File: src/rtl/riscv_core_reorder_buffer_if.sv
// riscv_core_reorder_buffer_if
//   Bundles the reorder-buffer traffic into one interface. Issue, writeback,
//   bypass and commit all travel on it.
//   master : issue/writeback/decode side. It drives alloc, fill and bypass
//            addresses, and it sees grants, bypass data and commits.
//   slave  : the reorder buffer itself.
interface riscv_core_reorder_buffer_if;
    logic        rob_alloc_req_val;
    logic        rob_alloc_req_rdy;
    logic        rob_alloc_req_wen;
    logic [4:0]  rob_alloc_req_preg;
    logic [3:0]  rob_alloc_resp_slot;
    logic        rob_fill_val;
    logic [3:0]  rob_fill_slot;
    logic [31:0] rob_fill_data;
    logic [3:0]  rob_src0_slot;
    logic [3:0]  rob_src1_slot;
    logic [31:0] rob_src0_data;
    logic [31:0] rob_src1_data;
    logic        rob_commit_wen;
    logic [3:0]  rob_commit_slot;
    logic        rob_commit_rf_wen;
    logic [4:0]  rob_commit_rf_waddr;
    logic [31:0] rob_commit_data;

    modport master (
        output rob_alloc_req_val, rob_alloc_req_wen, rob_alloc_req_preg,
        output rob_fill_val, rob_fill_slot, rob_fill_data,
        output rob_src0_slot, rob_src1_slot,
        input  rob_alloc_req_rdy, rob_alloc_resp_slot,
        input  rob_src0_data, rob_src1_data,
        input  rob_commit_wen, rob_commit_slot, rob_commit_rf_wen,
        input  rob_commit_rf_waddr, rob_commit_data
    );

    modport slave (
        input  rob_alloc_req_val, rob_alloc_req_wen, rob_alloc_req_preg,
        input  rob_fill_val, rob_fill_slot, rob_fill_data,
        input  rob_src0_slot, rob_src1_slot,
        output rob_alloc_req_rdy, rob_alloc_resp_slot,
        output rob_src0_data, rob_src1_data,
        output rob_commit_wen, rob_commit_slot, rob_commit_rf_wen,
        output rob_commit_rf_waddr, rob_commit_data
    );
endinterface

File: src/rtl/riscv_core_reorder_buffer.sv
// riscv_core_reorder_buffer
//   16-entry reorder buffer with in-order commit. It sits between
//   issue/writeback and the register file.
//
//   Ports:
//     clk   : rising-edge clock
//     reset : asynchronous, active-low
//     rob   : riscv_core_reorder_buffer_if.slave, which carries:
//               alloc request/grant
//               writeback fill
//               two bypass read ports
//               head commit to the register file
//
//   Optional macro RISCV_ROB_SAME_CYCLE_COMMIT_EN: a fill that targets a
//   valid head commits in the same cycle. The fill data goes straight to
//   the commit port.
module riscv_core_reorder_buffer (
    input  logic                        clk,
    input  logic                        reset,
    riscv_core_reorder_buffer_if.slave  rob
);
    localparam int DEPTH = 16;

    logic [DEPTH-1:0] valid_q, valid_d;
    logic [DEPTH-1:0] finished_q, finished_d;
    logic [DEPTH-1:0] wen_q;
    logic [4:0]       preg_q [DEPTH];
    logic [31:0]      data_q [DEPTH];
    logic [3:0]       head_q, head_d;
    logic [3:0]       tail_q, tail_d;
    logic [4:0]       count_q, count_d;

    logic             alloc_fire;
    logic             fill_hit;
    logic             commit_fire;
    logic [31:0]      commit_data;

    // Ready looks only at registered occupancy. A slot freed by a commit
    // this cycle can be allocated from the next cycle onward.
    assign rob.rob_alloc_req_rdy   = (count_q != 5'd16);
    assign rob.rob_alloc_resp_slot = tail_q;
    assign alloc_fire = rob.rob_alloc_req_val && rob.rob_alloc_req_rdy;
    assign fill_hit   = rob.rob_fill_val && valid_q[rob.rob_fill_slot];

`ifdef RISCV_ROB_SAME_CYCLE_COMMIT_EN
    logic fill_head;
    assign fill_head   = fill_hit && (rob.rob_fill_slot == head_q);
    assign commit_fire = valid_q[head_q] && (finished_q[head_q] || fill_head);
    assign commit_data = fill_head ? rob.rob_fill_data : data_q[head_q];
`else
    assign commit_fire = valid_q[head_q] && finished_q[head_q];
    assign commit_data = data_q[head_q];
`endif

    assign rob.rob_commit_wen      = commit_fire;
    assign rob.rob_commit_slot     = commit_fire ? head_q : 4'd0;
    assign rob.rob_commit_rf_wen   = commit_fire && wen_q[head_q];
    assign rob.rob_commit_rf_waddr = commit_fire ? preg_q[head_q] : 5'd0;
    assign rob.rob_commit_data     = commit_fire ? commit_data : 32'd0;

    // The read ports see stored state only. A fill becomes visible here
    // one cycle after it is written.
    assign rob.rob_src0_data = data_q[rob.rob_src0_slot];
    assign rob.rob_src1_data = data_q[rob.rob_src1_slot];

    // Alloc and commit never hit the same slot. A commit needs count >= 1
    // and an alloc needs count <= 15, so head != tail whenever both fire.
    // Commit is applied after fill so that a fill landing on the retiring
    // head cannot leave a stale finished bit behind.
    always_comb begin
        valid_d    = valid_q;
        finished_d = finished_q;
        head_d     = head_q;
        tail_d     = tail_q;
        count_d    = count_q;
        if (fill_hit) begin
            finished_d[rob.rob_fill_slot] = 1'b1;
        end
        if (commit_fire) begin
            valid_d[head_q]    = 1'b0;
            finished_d[head_q] = 1'b0;
            head_d             = head_q + 4'd1;
        end
        if (alloc_fire) begin
            valid_d[tail_q]    = 1'b1;
            finished_d[tail_q] = 1'b0;
            tail_d             = tail_q + 4'd1;
        end
        case ({alloc_fire, commit_fire})
            2'b10:   count_d = count_q + 5'd1;
            2'b01:   count_d = count_q - 5'd1;
            default: count_d = count_q;
        endcase
    end

    always_ff @(posedge clk or negedge reset) begin
        if (!reset) begin
            valid_q    <= '0;
            finished_q <= '0;
            head_q     <= '0;
            tail_q     <= '0;
            count_q    <= '0;
        end else begin
            valid_q    <= valid_d;
            finished_q <= finished_d;
            head_q     <= head_d;
            tail_q     <= tail_d;
            count_q    <= count_d;
        end
    end

    // Payload storage has no reset. Entries are guarded by valid_q.
    always_ff @(posedge clk) begin
        if (alloc_fire) begin
            wen_q[tail_q]  <= rob.rob_alloc_req_wen;
            preg_q[tail_q] <= rob.rob_alloc_req_preg;
        end
        if (fill_hit) begin
            data_q[rob.rob_fill_slot] <= rob.rob_fill_data;
        end
    end
endmodule

File: src/flat_wrapper.sv
// flat-port wrapper written by rule: the top's interface ports become plain ports
module riscv_core_reorder_buffer_flat 
  (clk, reset, rob_rob_alloc_req_val, rob_rob_alloc_req_wen, rob_rob_alloc_req_preg, rob_rob_fill_val, rob_rob_fill_slot, rob_rob_fill_data, rob_rob_src0_slot, rob_rob_src1_slot, rob_rob_alloc_req_rdy, rob_rob_alloc_resp_slot, rob_rob_src0_data, rob_rob_src1_data, rob_rob_commit_wen, rob_rob_commit_slot, rob_rob_commit_rf_wen, rob_rob_commit_rf_waddr, rob_rob_commit_data);
  riscv_core_reorder_buffer_if rob_i ();
  input  logic clk;
  input  logic reset;
  input wire logic [$bits(rob_i.rob_alloc_req_val)-1:0] rob_rob_alloc_req_val;
  input wire logic [$bits(rob_i.rob_alloc_req_wen)-1:0] rob_rob_alloc_req_wen;
  input wire logic [$bits(rob_i.rob_alloc_req_preg)-1:0] rob_rob_alloc_req_preg;
  input wire logic [$bits(rob_i.rob_fill_val)-1:0] rob_rob_fill_val;
  input wire logic [$bits(rob_i.rob_fill_slot)-1:0] rob_rob_fill_slot;
  input wire logic [$bits(rob_i.rob_fill_data)-1:0] rob_rob_fill_data;
  input wire logic [$bits(rob_i.rob_src0_slot)-1:0] rob_rob_src0_slot;
  input wire logic [$bits(rob_i.rob_src1_slot)-1:0] rob_rob_src1_slot;
  output wire logic [$bits(rob_i.rob_alloc_req_rdy)-1:0] rob_rob_alloc_req_rdy;
  output wire logic [$bits(rob_i.rob_alloc_resp_slot)-1:0] rob_rob_alloc_resp_slot;
  output wire logic [$bits(rob_i.rob_src0_data)-1:0] rob_rob_src0_data;
  output wire logic [$bits(rob_i.rob_src1_data)-1:0] rob_rob_src1_data;
  output wire logic [$bits(rob_i.rob_commit_wen)-1:0] rob_rob_commit_wen;
  output wire logic [$bits(rob_i.rob_commit_slot)-1:0] rob_rob_commit_slot;
  output wire logic [$bits(rob_i.rob_commit_rf_wen)-1:0] rob_rob_commit_rf_wen;
  output wire logic [$bits(rob_i.rob_commit_rf_waddr)-1:0] rob_rob_commit_rf_waddr;
  output wire logic [$bits(rob_i.rob_commit_data)-1:0] rob_rob_commit_data;
  assign rob_i.rob_alloc_req_val = rob_rob_alloc_req_val;
  assign rob_i.rob_alloc_req_wen = rob_rob_alloc_req_wen;
  assign rob_i.rob_alloc_req_preg = rob_rob_alloc_req_preg;
  assign rob_i.rob_fill_val = rob_rob_fill_val;
  assign rob_i.rob_fill_slot = rob_rob_fill_slot;
  assign rob_i.rob_fill_data = rob_rob_fill_data;
  assign rob_i.rob_src0_slot = rob_rob_src0_slot;
  assign rob_i.rob_src1_slot = rob_rob_src1_slot;
  assign rob_rob_alloc_req_rdy = rob_i.rob_alloc_req_rdy;
  assign rob_rob_alloc_resp_slot = rob_i.rob_alloc_resp_slot;
  assign rob_rob_src0_data = rob_i.rob_src0_data;
  assign rob_rob_src1_data = rob_i.rob_src1_data;
  assign rob_rob_commit_wen = rob_i.rob_commit_wen;
  assign rob_rob_commit_slot = rob_i.rob_commit_slot;
  assign rob_rob_commit_rf_wen = rob_i.rob_commit_rf_wen;
  assign rob_rob_commit_rf_waddr = rob_i.rob_commit_rf_waddr;
  assign rob_rob_commit_data = rob_i.rob_commit_data;
  riscv_core_reorder_buffer u_core (.clk(clk), .reset(reset), .rob(rob_i));
endmodule
File: config.mk
export PLATFORM = sky130hd
export DESIGN_NAME = riscv_core_reorder_buffer_flat
export DESIGN_NICKNAME = d
export VERILOG_FILES = /design/src/rtl/riscv_core_reorder_buffer_if.sv /design/src/rtl/riscv_core_reorder_buffer.sv /design/src/flat_wrapper.sv
export SDC_FILE = /design/constraint.sdc
export NUM_CORES = 1
export LEC_CHECK = 0
export BUFFER_PORTS_ARGS = -buffer_cell sky130_fd_sc_hd__buf_4
export CORE_MARGIN = 8
export CORE_UTILIZATION = 56
export DETAILED_ROUTE_END_ITERATION = 10
export HOLD_SLACK_MARGIN = 0.08
export PLACE_DENSITY = 0.77
export SLEW_MARGIN = 30
export SYNTH_ARGS = -nofsm -noshare
export SYNTH_HDL_FRONTEND = slang
export SYNTH_SLANG_ARGS = --single-unit
File: constraint.sdc
create_clock -name clk -period 3.45 [get_ports clk]
set_input_delay 0.345 -clock clk [delete_from_list [all_inputs] [get_ports clk]]
set_output_delay 0.345 -clock clk [all_outputs]
set_load 0.02 [all_outputs]
==> impl_metrics.env, run 1 <==
export IMPL_internal_power_mw=17.8
export IMPL_stdcell_area_sq_um=39000
export IMPL_peakVddDrop_mv=0.685
export IMPL_p_total_mw=25.8
export IMPL_clock_latency_ns=0.60
export IMPL_ys_top_cells_by_area="edfxtp_1 54%, mux4_2 28%, mux4_1 7.6%"
export IMPL_core_area_sq_um=59900
export IMPL_synth_compound_area_share_pct=1.43
export IMPL_vias_per_cell=7.45
export IMPL_crit_path_start_kind="flop"
export IMPL_hold_viol_final=0
export IMPL_yosysSeqAreaShare_pct=57.5
export IMPL_p_seq_share_pct=37.4
export IMPL_ios=166
export IMPL_path_class="reg2out"
export IMPL_slew_violations=0
export IMPL_setup_tns_ns=0
export IMPL_synth_adder_area_share_pct=0.445
export IMPL_grt_max_degree=58
export IMPL_hold_ws_ns=0.292
export IMPL_crit_path_end_kind="primary output"
export IMPL_post_route_util_pct=65.1
export IMPL_ant_nets=0
export IMPL_async_reset_ff_share_pct=6.89
export IMPL_finalCritPeriodShare_pct=97.8
export IMPL_cts_buffers=71
export IMPL_synth_ff_type="edfxtp_1"
export IMPL_synth_simple_area_share_pct=2.49
export IMPL_clock_skew_final_ns=0.0186
export IMPL_die_y_microns=261
export IMPL_ys_ff_latch=653
export IMPL_die_w_microns=261
export IMPL_finalSetupViolCount=0
export IMPL_ys_warn_count=0
export IMPL_gp_congestion=0.872
export IMPL_outcome="finished, final reports clean"
export IMPL_rrSetupSlack_ns=0.21
export IMPL_clock_sinks=653
export IMPL_rr_startpoint="u_core.head_q[1]$_DFFE_PN0N_"
export IMPL_reg2reg_to="u_core.count_q[4]$_DFFE_PN0P_"
export IMPL_critPathMaxFanout=56
export IMPL_area_growth_pct=15.7
export IMPL_yosys_area_top_type_share_pct=54.2
export IMPL_p_per_area_nw_per_um2=662
export IMPL_synth_mux_area_fraction_pct=35.5
export IMPL_avgRoutedWirePerCell_microns=35.1
export IMPL_track_usage_pct=27.2
export IMPL_htreeDepth=3
export IMPL_dp_cells=2434
export IMPL_synth_cells=1559
export IMPL_layoutNonFillerInstCount=2612
export IMPL_synth_edf_count=608
export IMPL_ys_types=54
export IMPL_port_buffers=165
export IMPL_ff2ff_path_depth=13
export IMPL_register_area_sq_um=19400
export IMPL_syn_area_sq_um=33700
export IMPL_clk_pin_slew_ns=0.06
export IMPL_fillCellCount=3822
export IMPL_placed_area_sq_um=36200
export IMPL_combPwrFrac_pct=34.0
export IMPL_synth_top_family_by_area="multiplexers"
export IMPL_synth_xor_area_share_pct=0.286
export IMPL_drv_cap=0
export IMPL_cts_tree="built"
export IMPL_vias=19400
export IMPL_worstPathRequired_ns=3.11
export IMPL_synth_avg_cell_area_sq_um=21.6
export IMPL_holdCritPathClass="in2async"
export IMPL_period_needed_ns=3.37
export IMPL_synth_area_leader_cell="edfxtp_1"
export IMPL_finalWorstSetupSlack_ns=0.0752
export IMPL_nNetsFinal=1835
export IMPL_grt_antenna_before_repair=5
export IMPL_grt_pass1_vias=20200
export IMPL_overflow=0
export IMPL_synthTopCellsByCount="608 x edfxtp_1, 416 x mux4_2, 98 x mux4_1"
export IMPL_rsz0062_at_grt="false"
export IMPL_grt_pass1_wl_microns=135000
export IMPL_post_dp_hpwl_microns=52100
export IMPL_switching_share_pct=31.2
export IMPL_drtIter0Drc=2748
export IMPL_switchingPower_mw=8.04
export IMPL_synth_nets=1625
export IMPL_wirelength_microns=91700
export IMPL_p_leak_nw=13.0
export IMPL_cts_root_buffer="clkbuf_16"
export IMPL_max_freq_mhz=296
export IMPL_die_area_sq_um=68300
export IMPL_yosysMostFrequentCell="edfxtp_1"
export IMPL_start_util_pct=56.3
export IMPL_preCtsSetupSlack_ns=0.268
export IMPL_post_route_drc_count=0
export IMPL_fp_row_count=90
export IMPL_pwr_share_clk_pct=28.6
export IMPL_maxSlewHeadroom_pct=45.1
export IMPL_worstMarginPinSlew_ns=0.824
export IMPL_multi_input_area_sq_um=13700
export IMPL_crit_arrival_ns=3.03
export IMPL_dr_pass1_iters=6
export IMPL_drive_gt1_share_pct=43.1
export IMPL_cts_buffer_depth=3
[critical path: stages, from the launching register on]
cell	delay, ns
dfrtp_4	0.64
bufbuf_16	0.53
mux4_1	0.39
mux4_2	0.47
nor2b_1	0.16
buf_4	0.18
[cell usage in the layout (no fill, tap or decap), drive strengths merged, types with 5 or more instances in the layout]
master	n
inv	14
o21ai	13
buf	228
mux4	514
clkbuf	99
nand2	12
nand3	12
o21bai	7
clkinv	29
nor2b	46
xor2	7
nand4	7
dfrtp	45
a21oi	19
edfxtp	608
a31oi	9
a21o	8
nor2	32
dlygate4sd3	39
ha	12
and3	10
nand3b	5
[power by group through the flow]
stage	Combinational (mW)	Clock (mW)	Sequential, mW
6_report	8.78	7.38	9.66
5_1_grt	9.21	7.75	9.70
4_1_cts	8.78	7.45	9.63
3_5_place_dp	8.48	0	9.78
3_3_place_gp	8.39	0	9.75
2_1_floorplan	6.06	0	9.53
[flip-flops by register name, indices dropped and copies added (netlist names)]
name,flops
u_core.preg_q,80
u_core.finished_q,16
u_core.head_q,4
u_core.data_q,512
u_core.rob.rob_alloc_resp_slot,4
u_core.count_q,5
u_core.valid_q,16
u_core.wen_q,16
[final cells by class]
type / instances / share of cell area (%)
sequential: 653 / 49.7
multi-input combinational: 758 / 35.1
timing repair buffer: 271 / 6.69
clock buffer: 97 / 5.10
tap: 782 / 2.51
clock inverter: 33 / 0.658
inverter: 14 / 0.135
antenna: 4 / 0.0257
[what timing repair did]
item / 4_1_cts / 5_1_grt
cloned: 2 / 0
hold endpoints to repair: 653 / 0
hold buffers: 39 / 0
buffers inserted: 3 / 0
gates resized for setup: 7 / 10
setup endpoints to repair: 23 / 41
[kinds of logic after synthesis]
logic type      Yosys count
simple gates            145
buf+inv                 148
flops                   653
xor+xnor                 11
mux                     517
compound gates           73
fa+ha+maj                12
[metal layers]
layer,GRT usage (%),share of wire (%),vias up
met4,10.8,3.7,2
met3,5.97,11,240
met5,0,0.014,-
li1,-,-,7491
met2,43.9,50,1472
met1,36.5,36,10200
[worst max-delay path by stage]
stage | startpoint | end | slack [ns] | cells past startpoint
global route | u_core.head_q[0]$_DFFE_PN0N_ | rob_rob_commit_data[4] | 0.01 | 6
finish | u_core.head_q[1]$_DFFE_PN0N_ | rob_rob_commit_data[31] | 0.08 | 5
global placement | u_core.head_q[1]$_DFFE_PN0N_ | u_core.count_q[4]$_DFFE_PN0P_ | 0.34 | 13
detailed placement | u_core.head_q[1]$_DFFE_PN0N_ | u_core.count_q[4]$_DFFE_PN0P_ | 0.27 | 13
floorplan | u_core.head_q[0]$_DFFE_PN0N_ | u_core.count_q[4]$_DFFE_PN0P_ | 0.11 | 16
CTS | u_core.head_q[1]$_DFFE_PN0N_ | rob_rob_commit_data[28] | 0.02 | 7
No activity file was read; power rests on OpenSTA's default activity.
==> run 2, diff against run 1 <==
--- a/config.mk
+++ b/config.mk
@@ -11,6 +11,8 @@
 export DETAILED_ROUTE_END_ITERATION = 10
 export HOLD_SLACK_MARGIN = 0.08
 export PLACE_DENSITY = 0.77
+export RECOVER_POWER = 25
+export SETUP_SLACK_MARGIN = 0.4
 export SLEW_MARGIN = 30
 export SYNTH_ARGS = -nofsm -noshare
 export SYNTH_HDL_FRONTEND = slang
==> run 2 against run 1 <==
  * Global-route usage increased by 0.54 points
  * Maximum frequency is 4.3% higher
  * Utilization grew 0.70 points
  * Flip-flop and latch count stayed put
  * Clock skew down 0.0030 ns
  * Hold slack worse by 0.011 ns
  * Power is 6.1% higher
  * Cell count up 1.1%
  * First-iteration DRC count grew 4.5%
  * Largest power group is now combinational cells
  * Largest cell class unchanged
  * Worst setup slack better by 0.14 ns
  * Clock power shrank 4.1%
==> impl_metrics.env, run 2 (synthesized netlist as in run 1, its figures left out) <==
export IMPL_gp_congestion=0.829
export IMPL_ios=166
export IMPL_die_y_microns=261
export IMPL_vias_per_cell=7.52
export IMPL_clk_pin_slew_ns=0.06
export IMPL_ant_nets=0
export IMPL_crit_path_start_kind="flop"
export IMPL_nNetsFinal=1868
export IMPL_p_per_area_nw_per_um2=695
export IMPL_holdCritPathClass="in2reg"
export IMPL_track_usage_pct=27.8
export IMPL_worstPathRequired_ns=3.11
export IMPL_fp_row_count=90
export IMPL_critPathMaxFanout=8
export IMPL_slew_violations=0
export IMPL_grt_antenna_before_repair=5
export IMPL_worstMarginPinSlew_ns=0.869
export IMPL_ff2ff_path_depth=16
export IMPL_area_growth_pct=16.9
export IMPL_layout_common_cells="608 x edfxtp_1, 457 x mux4_2, 172 x buf_4"
export IMPL_setup_tns_ns=0
export IMPL_clock_sinks=653
export IMPL_wirelength_microns=96900
export IMPL_drtIter0Drc=2871
export IMPL_outcome="finished, final reports clean"
export IMPL_cts_root_buffer="clkbuf_16"
export IMPL_vias=19900
export IMPL_final_common_cell="edfxtp_1"
export IMPL_cts_buffer_depth=3
export IMPL_min_path_cells=3
export IMPL_dr_pass1_iters=5
export IMPL_path_class="reg2out"
export IMPL_crit_path_end_kind="primary output"
export IMPL_largest_register="u_core.data_q"
export IMPL_cts_tree="built"
export IMPL_die_area_sq_um=68300
export IMPL_p_total_mw=27.4
export IMPL_post_route_util_pct=65.8
export IMPL_grt_pass1_vias=20200
export IMPL_drive_gt1_share_pct=45.5
export IMPL_period_needed_ns=3.24
export IMPL_largest_reg_flops=512
export IMPL_peakVddDrop_mv=0.567
export IMPL_grt_pass1_wl_microns=137000
export IMPL_overflow=0
export IMPL_start_util_pct=56.3
export IMPL_grt_max_degree=53
export IMPL_drv_cap=0
export IMPL_maxSlewHeadroom_pct=42.1
export IMPL_register_area_sq_um=19400
export IMPL_cts_buffers=69
export IMPL_post_dp_hpwl_microns=52900
export IMPL_hold_viol_final=0
export IMPL_fillCellCount=3803
export IMPL_clock_latency_ns=0.61
export IMPL_multi_input_area_sq_um=13700
export IMPL_rsz0062_at_grt="true"
export IMPL_clock_skew_final_ns=0.0157
export IMPL_htreeDepth=3
export IMPL_port_buffers=165
export IMPL_reg_top3="u_core.data_q (512), u_core.preg_q (80)"
export IMPL_post_route_drc_count=0
export IMPL_finalCritPeriodShare_pct=93.8
export IMPL_avgRoutedWirePerCell_microns=36.7
export IMPL_p_leak_nw=13.0
export IMPL_crit_arrival_ns=2.89
export IMPL_max_freq_mhz=309
export IMPL_finalSetupViolCount=0
export IMPL_hold_ws_ns=0.281
export IMPL_core_area_sq_um=59900
export IMPL_die_w_microns=261
## run 2: changes by cell type in the layout (fill, tap and decap cells not counted), moves of 3 or more
cell / change
nor2b_4: +3
mux4_1: -41
mux4_2: +41
clkbuf_1: +20
buf_6: +11
clkbuf_16: +4
inv_6: +4
buf_16: +7
nor2b_2: -3
buf_4: -24
buf_12: +9
clkinv_1: +4
clkinv_2: -4
## run 2: worst paths after layout
| kind | from | endpoint | slack, ns |
|---|---|---|---|
| hold reg to reg | u_core.count_q[4]$_DFFE_PN0P_ | u_core.count_q[4]$_DFFE_PN0P_ | 0.47 |
| setup / recovery | u_core.head_q[0]$_DFFE_PN0N_ | rob_rob_commit_data[2] | 0.21 |
| min in group asynchronous | reset | u_core.rob.rob_alloc_resp_slot[3]$_DFFE_PN0N_ | 0.31 |
| hold / removal | rob_rob_alloc_req_val | u_core.rob.rob_alloc_resp_slot[0]$_DFFE_PN0N_ | 0.28 |
| max in group asynchronous | reset | u_core.head_q[3]$_DFFE_PN0N_ | 2.66 |
| setup reg to reg | u_core.head_q[0]$_DFFE_PN0N_ | u_core.count_q[4]$_DFFE_PN0P_ | 0.29 |
## run 2: metrics by stage
stage	worst slack [ns]	cell area, sq um	cells
floorplan	0.431	33800	1559
global placement	0.446	36200	2433
detailed placement	0.426	36200	2433
CTS	0.217	39200	2616
global route	0.137	39400	2638
finish	0.214	39400	2640
## run 2: layout make-up
class,instances,share of cell area [%]
Antenna cell,5,0.0317
Timing Repair Buffer,306,8.13
Tap cell,782,2.48
Inverter,14,0.152
Sequential cell,653,49.2
Clock buffer,87,4.63
Multi-Input combinational cell,758,34.6
Clock inverter,35,0.721
## run 2: power breakdown
group	internal (mW)	total (mW)	leakage, nW	switching, mW
Sequential	9.17	9.60	6.01	0.427
Combinational	5.28	10.7	5.97	5.44
Clock	4.05	7.08	1.04	3.03
## run 2: what timing repair did
item	CTS	global route
resized for setup	30	73
endpoints found under the setup margin	42	43
setup buffers	14	8
endpoints found under the hold margin	653	0
pin swaps	0	10
hold buffers	39	0
gates cloned	8	11
## run 2: critical path: stages (launching register included)
cell     delay [ns]
dfrtp_4        0.46
buf_12         0.22
buf_16         0.17
mux4_1         0.55
mux4_2         0.53
nor2b_2        0.19
buf_4          0.15
## run 2: per-layer routing
layer	up-vias	global-route usage, %	routed length [microns]
met3	257	5.49	10900
met1	10400	37.1	33500
li1	7527	-	-
met2	1639	45.1	48300
met5	-	0	13
met4	2	11.6	4320
